File: src/rtl/div_pkg.sv
// rtl/div_pkg.sv - shared state encoding and default width for the iterative divider
package div_pkg;

  localparam int DIV_W = 32;

  typedef enum logic [1:0] {DIV_IDLE, DIV_CALC, DIV_DONE} div_state_t;

endpackage

File: src/rtl/div_step.sv
// rtl/div_step.sv - one radix-2 restoring division step (combinational)
module div_step
  import div_pkg::*;
#(
  parameter int WIDTH = DIV_W
) (
  input  logic [WIDTH:0]   rem,
  input  logic             quo_msb,
  input  logic [WIDTH-1:0] divisor,
  output logic [WIDTH:0]   next_rem,
  output logic             q_bit
);

  logic [WIDTH:0] shifted;
  logic [WIDTH:0] trial;
  logic           borrow;

  assign shifted         = {rem[WIDTH-1:0], quo_msb};
  assign {borrow, trial} = {1'b0, shifted} - {2'b0, divisor};

  // A set rem MSB means the shifted partial remainder overflowed past the divisor range.
  assign q_bit    = rem[WIDTH] | ~borrow;
  assign next_rem = q_bit ? trial : shifted;

endmodule

File: src/rtl/iterative_div.sv
// rtl/iterative_div.sv - multi-cycle unsigned divider, one quotient bit per clock
module iterative_div
  import div_pkg::*;
#(
  parameter int WIDTH = DIV_W
) (
  input  logic             clk,
  input  logic             reset,
  input  logic             in_valid,
  output logic             in_ready,
  input  logic [WIDTH-1:0] dividend,
  input  logic [WIDTH-1:0] divisor,
  output logic             out_valid,
  input  logic             out_ready,
  output logic [WIDTH-1:0] quotient,
  output logic [WIDTH-1:0] remainder,
  output logic             div_by_zero
);

  localparam int CW = $clog2(WIDTH);
  localparam logic [CW-1:0] COUNT_INIT = CW'(WIDTH - 1);

  div_state_t       state, state_next;
  logic [CW-1:0]    count;
  logic [WIDTH:0]   rem;
  logic [WIDTH-1:0] quo;
  logic [WIDTH-1:0] dvsr;
  logic             dbz;
  logic [WIDTH:0]   step_rem;
  logic             step_bit;

  div_step #(.WIDTH(WIDTH)) u_step (
    .rem     (rem),
    .quo_msb (quo[WIDTH-1]),
    .divisor (dvsr),
    .next_rem(step_rem),
    .q_bit   (step_bit)
  );

  always_ff @(posedge clk or posedge reset) begin
    if (reset) state <= DIV_IDLE;
    else       state <= state_next;
  end

  always_comb begin
    state_next = state;
    in_ready   = 1'b0;
    out_valid  = 1'b0;
    case (state)
      DIV_IDLE: begin
        in_ready = 1'b1;
        if (in_valid) state_next = (divisor == '0) ? DIV_DONE : DIV_CALC;
      end
      DIV_CALC: begin
        if (count == '0) state_next = DIV_DONE;
      end
      DIV_DONE: begin
        out_valid = 1'b1;
        if (out_ready) state_next = DIV_IDLE;
      end
      default: state_next = DIV_IDLE;
    endcase
  end

  // quo shifts the dividend out at the top while quotient bits enter at the bottom.
  always_ff @(posedge clk or posedge reset) begin
    if (reset) begin
      count <= '0;
      rem   <= '0;
      quo   <= '0;
      dvsr  <= '0;
      dbz   <= 1'b0;
    end else begin
      case (state)
        DIV_IDLE: begin
          if (in_valid) begin
            dvsr  <= divisor;
            count <= COUNT_INIT;
            dbz   <= (divisor == '0);
            if (divisor == '0) begin
              quo <= '1;
              rem <= {1'b0, dividend};
            end else begin
              quo <= dividend;
              rem <= '0;
            end
          end
        end
        DIV_CALC: begin
          rem   <= step_rem;
          quo   <= {quo[WIDTH-2:0], step_bit};
          count <= count - 1'b1;
        end
        default: ;
      endcase
    end
  end

  assign quotient    = quo;
  assign remainder   = rem[WIDTH-1:0];
  assign div_by_zero = dbz;

endmodule
File: config.mk
export PLATFORM = sky130hd
export DESIGN_NAME = iterative_div
export DESIGN_NICKNAME = d
export VERILOG_FILES = /design/src/rtl/div_pkg.sv /design/src/rtl/div_step.sv /design/src/rtl/iterative_div.sv
export SDC_FILE = /design/constraint.sdc
export NUM_CORES = 1
export LEC_CHECK = 0
export CAP_MARGIN = 20
export CORE_UTILIZATION = 54
export CTS_BUF_LIST = sky130_fd_sc_hd__clkbuf_8
export DETAILED_ROUTE_END_ITERATION = 6
export PLACE_DENSITY = 0.83
export SLEW_MARGIN = 20
export SYNTH_ARGS = -nofsm -noshare
export SYNTH_HDL_FRONTEND = slang
export SYNTH_SLANG_ARGS = --single-unit
export TNS_END_PERCENT = 100
File: constraint.sdc
create_clock -name clk -period 3.76 [get_ports clk]
set_input_delay 0.376 -clock clk [delete_from_list [all_inputs] [get_ports clk]]
set_output_delay 0.376 -clock clk [all_outputs]
set_load 0.01 [all_outputs]
==> results_dict.tcl, run 1 <==
set metrics [dict create \
    final_cell_mix "134 x clkdlybuf4s50_1, 105 x dfrtp_1, 95 x nand2_1, 90 x o21ai_0, 50 x a22oi_1" \
    required_ps 4070 \
    cts_hold_buffers 0 \
    grt_max_degree 103 \
    area_growth_pct 22.0 \
    nets 964 \
    irDropWorstVdd_v 0.000498 \
    ios 135 \
    holdCritPathClass "in2async" \
    grt_antenna_before_repair 0 \
    r2r_cells 10 \
    synth_fa_ha_area_share_pct 6.62 \
    dr.first_iter.drc_count 590 \
    numCtsBuffers 9 \
    setup_total_negative_slack_ps 0 \
    grt_overflow 0 \
    htreeDepth 3 \
    syn_area_um2 6730 \
    max-cap-violations 0 \
    path_max_fanout 10 \
    synth_fp_nets 883 \
    worst-endpoint-arrival_ps 3590 \
    synth-main-ff-cell "dfrtp_1" \
    clkTransAtPathRegs_ps 110 \
    p_switching_w 0.00412 \
    dp_hpwl_um 15200 \
    grt_pass1_wl_um 31700 \
    ant_nets 0 \
    num_antenna_cells 0 \
    period_share_pct 87.1 \
    drt_wl_total_um 19800 \
    p_clk_share_pct 9.1 \
    drive_above_1_share_pct 4.97 \
    drc 0 \
    finalSetupViolCount 0 \
    syn_area_per_cell_um2 8.63 \
    crit_chain "ha_1 -> a211o_1 -> a211oi_2 -> o31ai_1 -> a311o_1 -> a2111oi_4 -> or2_1 -> buf_4 -> a31oi_1 -> o21ai_1" \
    rsz0062_at_grt "no" \
    r2r-start "rem[17]$_DFFE_PP0P_" \
    drt_pass1_iterations 5 \
    p_int_w 0.00441 \
    fin_skew_ps 9.22 \
    cpPeakStageDelay_ps 440 \
    root_buffer "clkbuf_8" \
    die_w_um 114 \
    synth_seq_cells 105 \
    num_vias 6263 \
    synth_compound_area_share_pct 26.7 \
    critical_path_buf_inv_count 1 \
    hold_viol_final 0 \
    place_area_um2 7990 \
    cp-end-kind "flip-flop" \
    fmax_mhz 305 \
    ys_types 53 \
    finalMaxSlewViolations 0 \
    post_drt_wl_per_cell_um 19.2 \
    synth-async-reset-ratio_pct 100 \
    synth_xor_area_share_pct 3.51 \
    die_area_um2 12900 \
    postCtsSetupRepairBufs 0 \
    tritoncts "built" \
    synth_edf_count 0 \
    clock-sinks 105 \
    grt_usage_pct 32.0 \
    p_comb_share_pct 66.4 \
    timing.rr.end "rem[23]$_DFFE_PP0P_" \
    final_common_cell "clkdlybuf4s50_1" \
    p_per_area_nw_per_um2 1040 \
    post_cts_resized 0 \
    ys_seq_area_share_pct 39.0 \
    start_util_pct 55.8 \
    worst_pin_slew_ps 865 \
    crit_family "compound AO/OA/AOI/OAI gates" \
    slew_headroom_pct 42.3 \
    insertion_delay_ps 390 \
    critPathSlowestCell "dfrtp_1" \
    muxShareOfSynthArea_pct 2.38 \
    core_um2 12100 \
    netSwitchingFraction_pct 48.3 \
    status "finished, final reports clean" \
    p_leak_nw 3.58 \
    place.gp.congestion 0.908 \
    row_count 40 \
    viasPerCell 6.06 \
    startpoint_type "flip-flop" \
    yosys_warnings 0 \
    stdcell_area_um2 8210 \
    critPathKind "reg2reg" \
    seq_power_share_pct 24.5 \
    post-route-min-period_ps 3270 \
    synth_cells 780 \
    grt_pass1_vias 6056 \
    ff2ff_setup_slack_ps 490 \
    yosys.area_share.simple_pct 13.2 \
    dieHeight_um 114 \
    port_buffers 134 \
    cts_buffer_depth 2 \
    synth_top_family_by_area "compound AO/OA/AOI/OAI gates" \
]
[synth_stat cells, drive strengths merged, types with 10 or more instances]
cell type / number / area, um2
a21o: 11 / 82.6
a21oi: 44 / 220
a22oi: 50 / 375
a31oi: 17 / 106
buf: 40 / 292
clkbuf: 38 / 143
dfrtp: 105 / 2630
ha: 34 / 425
inv: 39 / 146
mux2i: 16 / 160
nand2: 95 / 357
nand3: 14 / 70.1
nor2: 24 / 97.6
nor3: 11 / 55.1
nor4: 10 / 62.6
o21ai: 116 / 581
xnor2: 14 / 123
xor2: 13 / 114
[worst register-to-register path: stages (launching register included)]
cell and delay [ps]:
dfrtp_1 440, ha_1 410, a211o_1 320, a211oi_2 260, o31ai_1 120, a311o_1 440
a2111oi_4 450, or2_1 310, buf_4 220, a31oi_1 120, o21ai_1 130
[registers in the layout, indices dropped and copies added (netlist names)]
signal	cells
count	5
rem	33
state	2
div_by_zero	1
quotient	32
dvsr	32
[through the flow]
stage / total power, W / hold slack, ps / utilization, % / std cells / setup slack [ps]
final: 0.00853 / 418 / 68.1 / 1034 / 486
after global routing: 0.00916 / 479 / 68.1 / 1034 / 325
after global placement: 0.00754 / 461 / 66.3 / 1018 / 669
after detailed placement: 0.00768 / 473 / 66.3 / 1018 / 582
after floorplan: 0.00605 / 446 / - / 780 / 623
after CTS: 0.00848 / 426 / 68.1 / 1034 / 523
[power groups by stage]
| stage | Combinational, W | Sequential (W) | Clock, W |
|---|---|---|---|
| 6_report | 0.00566 | 0.00209 | 0.000780 |
| 3_5_place_dp | 0.00558 | 0.00210 | 0 |
| 2_1_floorplan | 0.00403 | 0.00202 | 0 |
| 4_1_cts | 0.00561 | 0.00207 | 0.000794 |
| 5_1_grt | 0.00618 | 0.00214 | 0.000834 |
| 3_3_place_gp | 0.00547 | 0.00207 | 0 |
[logic make-up (layout without fill, tap and decap cells)]
kind of cell | count (synthesis) | after routing
AOI/OAI and AO/OA | 289 | 289
and+or+nand+nor | 191 | 191
buffers and inverters | 117 | 203
DFF | 105 | 105
adders and majority gates | 35 | 35
xor gates and xnor gates | 27 | 27
muxes | 16 | 16
[area by class of cell]
| cell class | instances | area [um2] |
|---|---|---|
| Clock inverter | 6 | 81.3 |
| Sequential cell | 105 | 2630 |
| Multi-Input combinational cell | 558 | 3550 |
| Tap cell | 168 | 210 |
| Fill cell | 1005 | 3850 |
| Timing Repair Buffer | 148 | 1460 |
| Clock buffer | 10 | 138 |
| Inverter | 39 | 149 |
[worst max-delay path by stage]
stage                             startpoint              endpoint  slack (ps)  cells past startpoint
floorplan                              reset  count[0]$_DFFE_PP0P_         620                      1
global placement    quotient[31]$_DFFE_PP0P_   rem[32]$_DFFE_PP0P_         670                     13
detailed placement       rem[17]$_DFFE_PP0P_   rem[25]$_DFFE_PP0P_         580                     10
CTS                      rem[17]$_DFFE_PP0P_   rem[23]$_DFFE_PP0P_         520                     10
global route             rem[17]$_DFFE_PP0P_   rem[23]$_DFFE_PP0P_         330                     10
finish                   rem[17]$_DFFE_PP0P_   rem[23]$_DFFE_PP0P_         490                     10
[layer usage]
metal | vias up | GRT usage (%) | wire length, um
li1 | 2952 | - | -
met1 | 3031 | 44.5 | 8780
met2 | 254 | 50.5 | 9280
met3 | 26 | 7.55 | 1420
met4 | 0 | 8.16 | 351
met5 | - | 0 | 0
Note: power is estimated with default switching activity, not from simulation.
==> inputs of run 2 (changes only) <==
--- a/config.mk
+++ b/config.mk
@@ -5,12 +5,13 @@
 export SDC_FILE = /design/constraint.sdc
 export NUM_CORES = 1
 export LEC_CHECK = 0
+export ABC_AREA = 1
 export CAP_MARGIN = 20
-export CORE_UTILIZATION = 54
+export CORE_UTILIZATION = 55
 export CTS_BUF_LIST = sky130_fd_sc_hd__clkbuf_8
 export DETAILED_ROUTE_END_ITERATION = 6
-export PLACE_DENSITY = 0.83
-export SLEW_MARGIN = 20
+export PLACE_DENSITY = 0.82
+export SLEW_MARGIN = 10
 export SYNTH_ARGS = -nofsm -noshare
 export SYNTH_HDL_FRONTEND = slang
 export SYNTH_SLANG_ARGS = --single-unit
==> run 2 against run 1 <==
Net effect: sequential share of layout area is 4.4 points lower; die area is 17% higher; combinational power is 34% higher; clock power is 1% lower; non-clock buffer count is 8 lower; final area is 16% higher.
==> results_dict.tcl, run 2 <==
set metrics [dict create \
    ys_top_cells_by_area "dfrtp_1 33%, nand2_1 22%, inv_1 9.8%, ha_1 5.3%, nand3_1 4.0%" \
    numCtsBuffers 9 \
    htreeDepth 3 \
    yosys_warnings 0 \
    drc 0 \
    root_buffer "clkbuf_8" \
    grt_antenna_before_repair 0 \
    rsz0062_at_grt "no" \
    seq_power_share_pct 20.9 \
    core_um2 14100 \
    irDropWorstVdd_v 0.000717 \
    grt_usage_pct 32.4 \
    insertion_delay_ps 390 \
    p_comb_share_pct 71.9 \
    yosysTopAreaCellShare_pct 32.5 \
    place.gp.congestion 0.968 \
    drt_wl_total_um 23400 \
    nets 1417 \
    post-route-min-period_ps 2730 \
    p_clk_share_pct 7.3 \
    status "finished, final reports clean" \
    fin_skew_ps 14.9 \
    drt_pass1_iterations 5 \
    final_cell_mix "475 x nand2_1, 209 x inv_1, 134 x clkdlybuf4s50_1, 105 x dfrtp_1, 65 x nand3_1" \
    ys_types 39 \
    startpoint_type "flip-flop" \
    row_count 43 \
    finalNonFillerCells 1499 \
    p_leak_nw 5.21 \
    synth_edf_count 0 \
    max-cap-violations 0 \
    dr.first_iter.drc_count 753 \
    ys_seq_area_share_pct 32.5 \
    post_drt_wl_per_cell_um 15.6 \
    ios 135 \
    syn_area_um2 8070 \
    r2r-start "rem[22]$_DFFE_PP0P_" \
    finalMaxSlewViolations 0 \
    tritoncts "built" \
    worst_pin_slew_ps 722 \
    ant_nets 0 \
    p_int_w 0.00488 \
    critPathKind "reg2reg" \
    cts_buffer_depth 2 \
    grt_pass1_wl_um 37300 \
    final_common_cell "nand2_1" \
    clock-sinks 105 \
    synth_most_common_cell "nand2_1" \
    layout_setup_ws_ps 1030 \
    grt_max_degree 75 \
    synth_seq_cells 105 \
    dp_slack_ps 980 \
    fin_util_pct 67.5 \
    num_vias 7940 \
    required_ps 4040 \
    setup_total_negative_slack_ps 0 \
    dieHeight_um 123 \
    yosys.area.top_type "dfrtp_1" \
    synth_cells 1234 \
    path_max_fanout 34 \
    postCtsSetupRepairBufs 0 \
    area_growth_pct 17.9 \
    p_per_area_nw_per_um2 1110 \
    ys_top_cells_by_count "475 x nand2_1, 210 x inv_1, 105 x dfrtp_1" \
    synth-main-ff-cell "dfrtp_1" \
    holdCritPathClass "in2async" \
    dp_hpwl_um 18200 \
    period_share_pct 72.5 \
    hold_viol_final 0 \
    num_antenna_cells 0 \
    cts_hold_buffers 0 \
    clkTransAtPathRegs_ps 110 \
    largest_reg_flops 33 \
    fmax_mhz 367 \
    synth-async-reset-ratio_pct 100 \
    top_register "rem" \
    numPlacedInstances 1482 \
    worst-endpoint-arrival_ps 3010 \
    startpoint "rem[22]$_DFFE_PP0P_" \
    die_w_um 123 \
    synth_fp_nets 1337 \
    drive_above_1_share_pct 4.32 \
    die_area_um2 15200 \
    p_switching_w 0.00569 \
    netSwitchingFraction_pct 53.8 \
    port_buffers 134 \
    cp-end-kind "flip-flop" \
    syn_area_per_cell_um2 6.54 \
    viasPerCell 5.30 \
    slew_headroom_pct 51.8 \
    start_util_pct 57.3 \
    grt_overflow 0 \
    finalSetupViolCount 0 \
    grt_pass1_vias 7230 \
    post_cts_resized 0 \
]
==> run 2: changes by cell type after synthesis, moves of 20 or more <==
cell,previous run,this run
nor2_1,23,50
nand3_1,14,65
o21ai_0,90,38
nand2_1,95,475
a21oi_1,44,21
buf_2,2,22
o21ai_1,26,1
inv_1,39,210
clkbuf_1,38,12
nand4_1,9,40
nand3b_1,1,26
==> run 2: cell families (layout without fill, tap and decap cells) <==
| kind of cell | count (synthesis) | count (layout) | share of synthesized area (%) |
|---|---|---|---|
| buffers and inverters | 288 | 373 | 15.6 |
| adders and majority gates | 35 | 35 | 5.52 |
| xor gates and xnor gates | 15 | 15 | 1.63 |
| AOI/OAI and AO/OA | 96 | 96 | 7.10 |
| DFF | 105 | 105 | 32.5 |
| and+or+nand+nor | 695 | 695 | 37.6 |
==> run 2: worst max-delay path, stage by stage, from the launching register on <==
cell     delay, ps
dfrtp_1        450
ha_1           390
nand2_1        150
inv_1           50
nand2_1         60
nand2_1         90
inv_1           70
nand2_1         60
nand2_1         80
nand2_2         90
nor2_8         310
nand2_4        300
nand2_2        290
nand2_1         80
nand2_1         90
nand2_1         50
==> run 2: layout make-up <==
| type | count | area [um2] |
|---|---|---|
| clock buffer | 10 | 138 |
| clock inverter | 6 | 72.6 |
| fill | 1296 | 4580 |
| inverter | 217 | 817 |
| multi-input combinational | 841 | 4200 |
| sequential | 105 | 2630 |
| tap | 180 | 225 |
| timing repair buffer | 140 | 1430 |
==> run 2: per-layer routing <==
layer  track usage, %  vias up  wire length (um)
met5                0        -                 0
met2             45.7      316              9940
li1                 -     3985                 -
met4             11.7        0               638
met1             49.4     3602             11000
met3             5.58       37              1850
==> run 2: power by group through the flow <==
| stage | registers [W] | clock network [W] | logic [W] |
|---|---|---|---|
| global route | 0.00226 | 0.000818 | 0.00849 |
| global placement | 0.00219 | 0 | 0.00735 |
| finish | 0.00221 | 0.000770 | 0.00760 |
| CTS | 0.00219 | 0.000775 | 0.00749 |
| floorplan | 0.00210 | 0 | 0.00547 |
| detailed placement | 0.00219 | 0 | 0.00745 |
==> run 2: worst paths after layout <==
check / to / slack [ps] / cells past startpoint
max: rem[26]$_DFFE_PP0P_ / 1030 / 15
min: quotient[11]$_DFFE_PP0P_ / 430 / 2
max reg2reg: rem[26]$_DFFE_PP0P_ / 1030 / 15
min reg2reg: count[0]$_DFFE_PP0P_ / 480 / 1
max in group asynchronous: dvsr[6]$_DFFE_PP0P_ / 2610 / 3
min in group clk: count[0]$_DFFE_PP0P_ / 480 / 1
==> run 2: through the flow <==
stage	hold WS (ps)	total power (W)	instance area, um2
6_report	425	0.0106	9520
5_1_grt	478	0.0116	9520
4_1_cts	449	0.0104	9490
3_5_place_dp	470	0.00964	9280
3_3_place_gp	461	0.00954	9280
2_1_floorplan	442	0.00757	8070
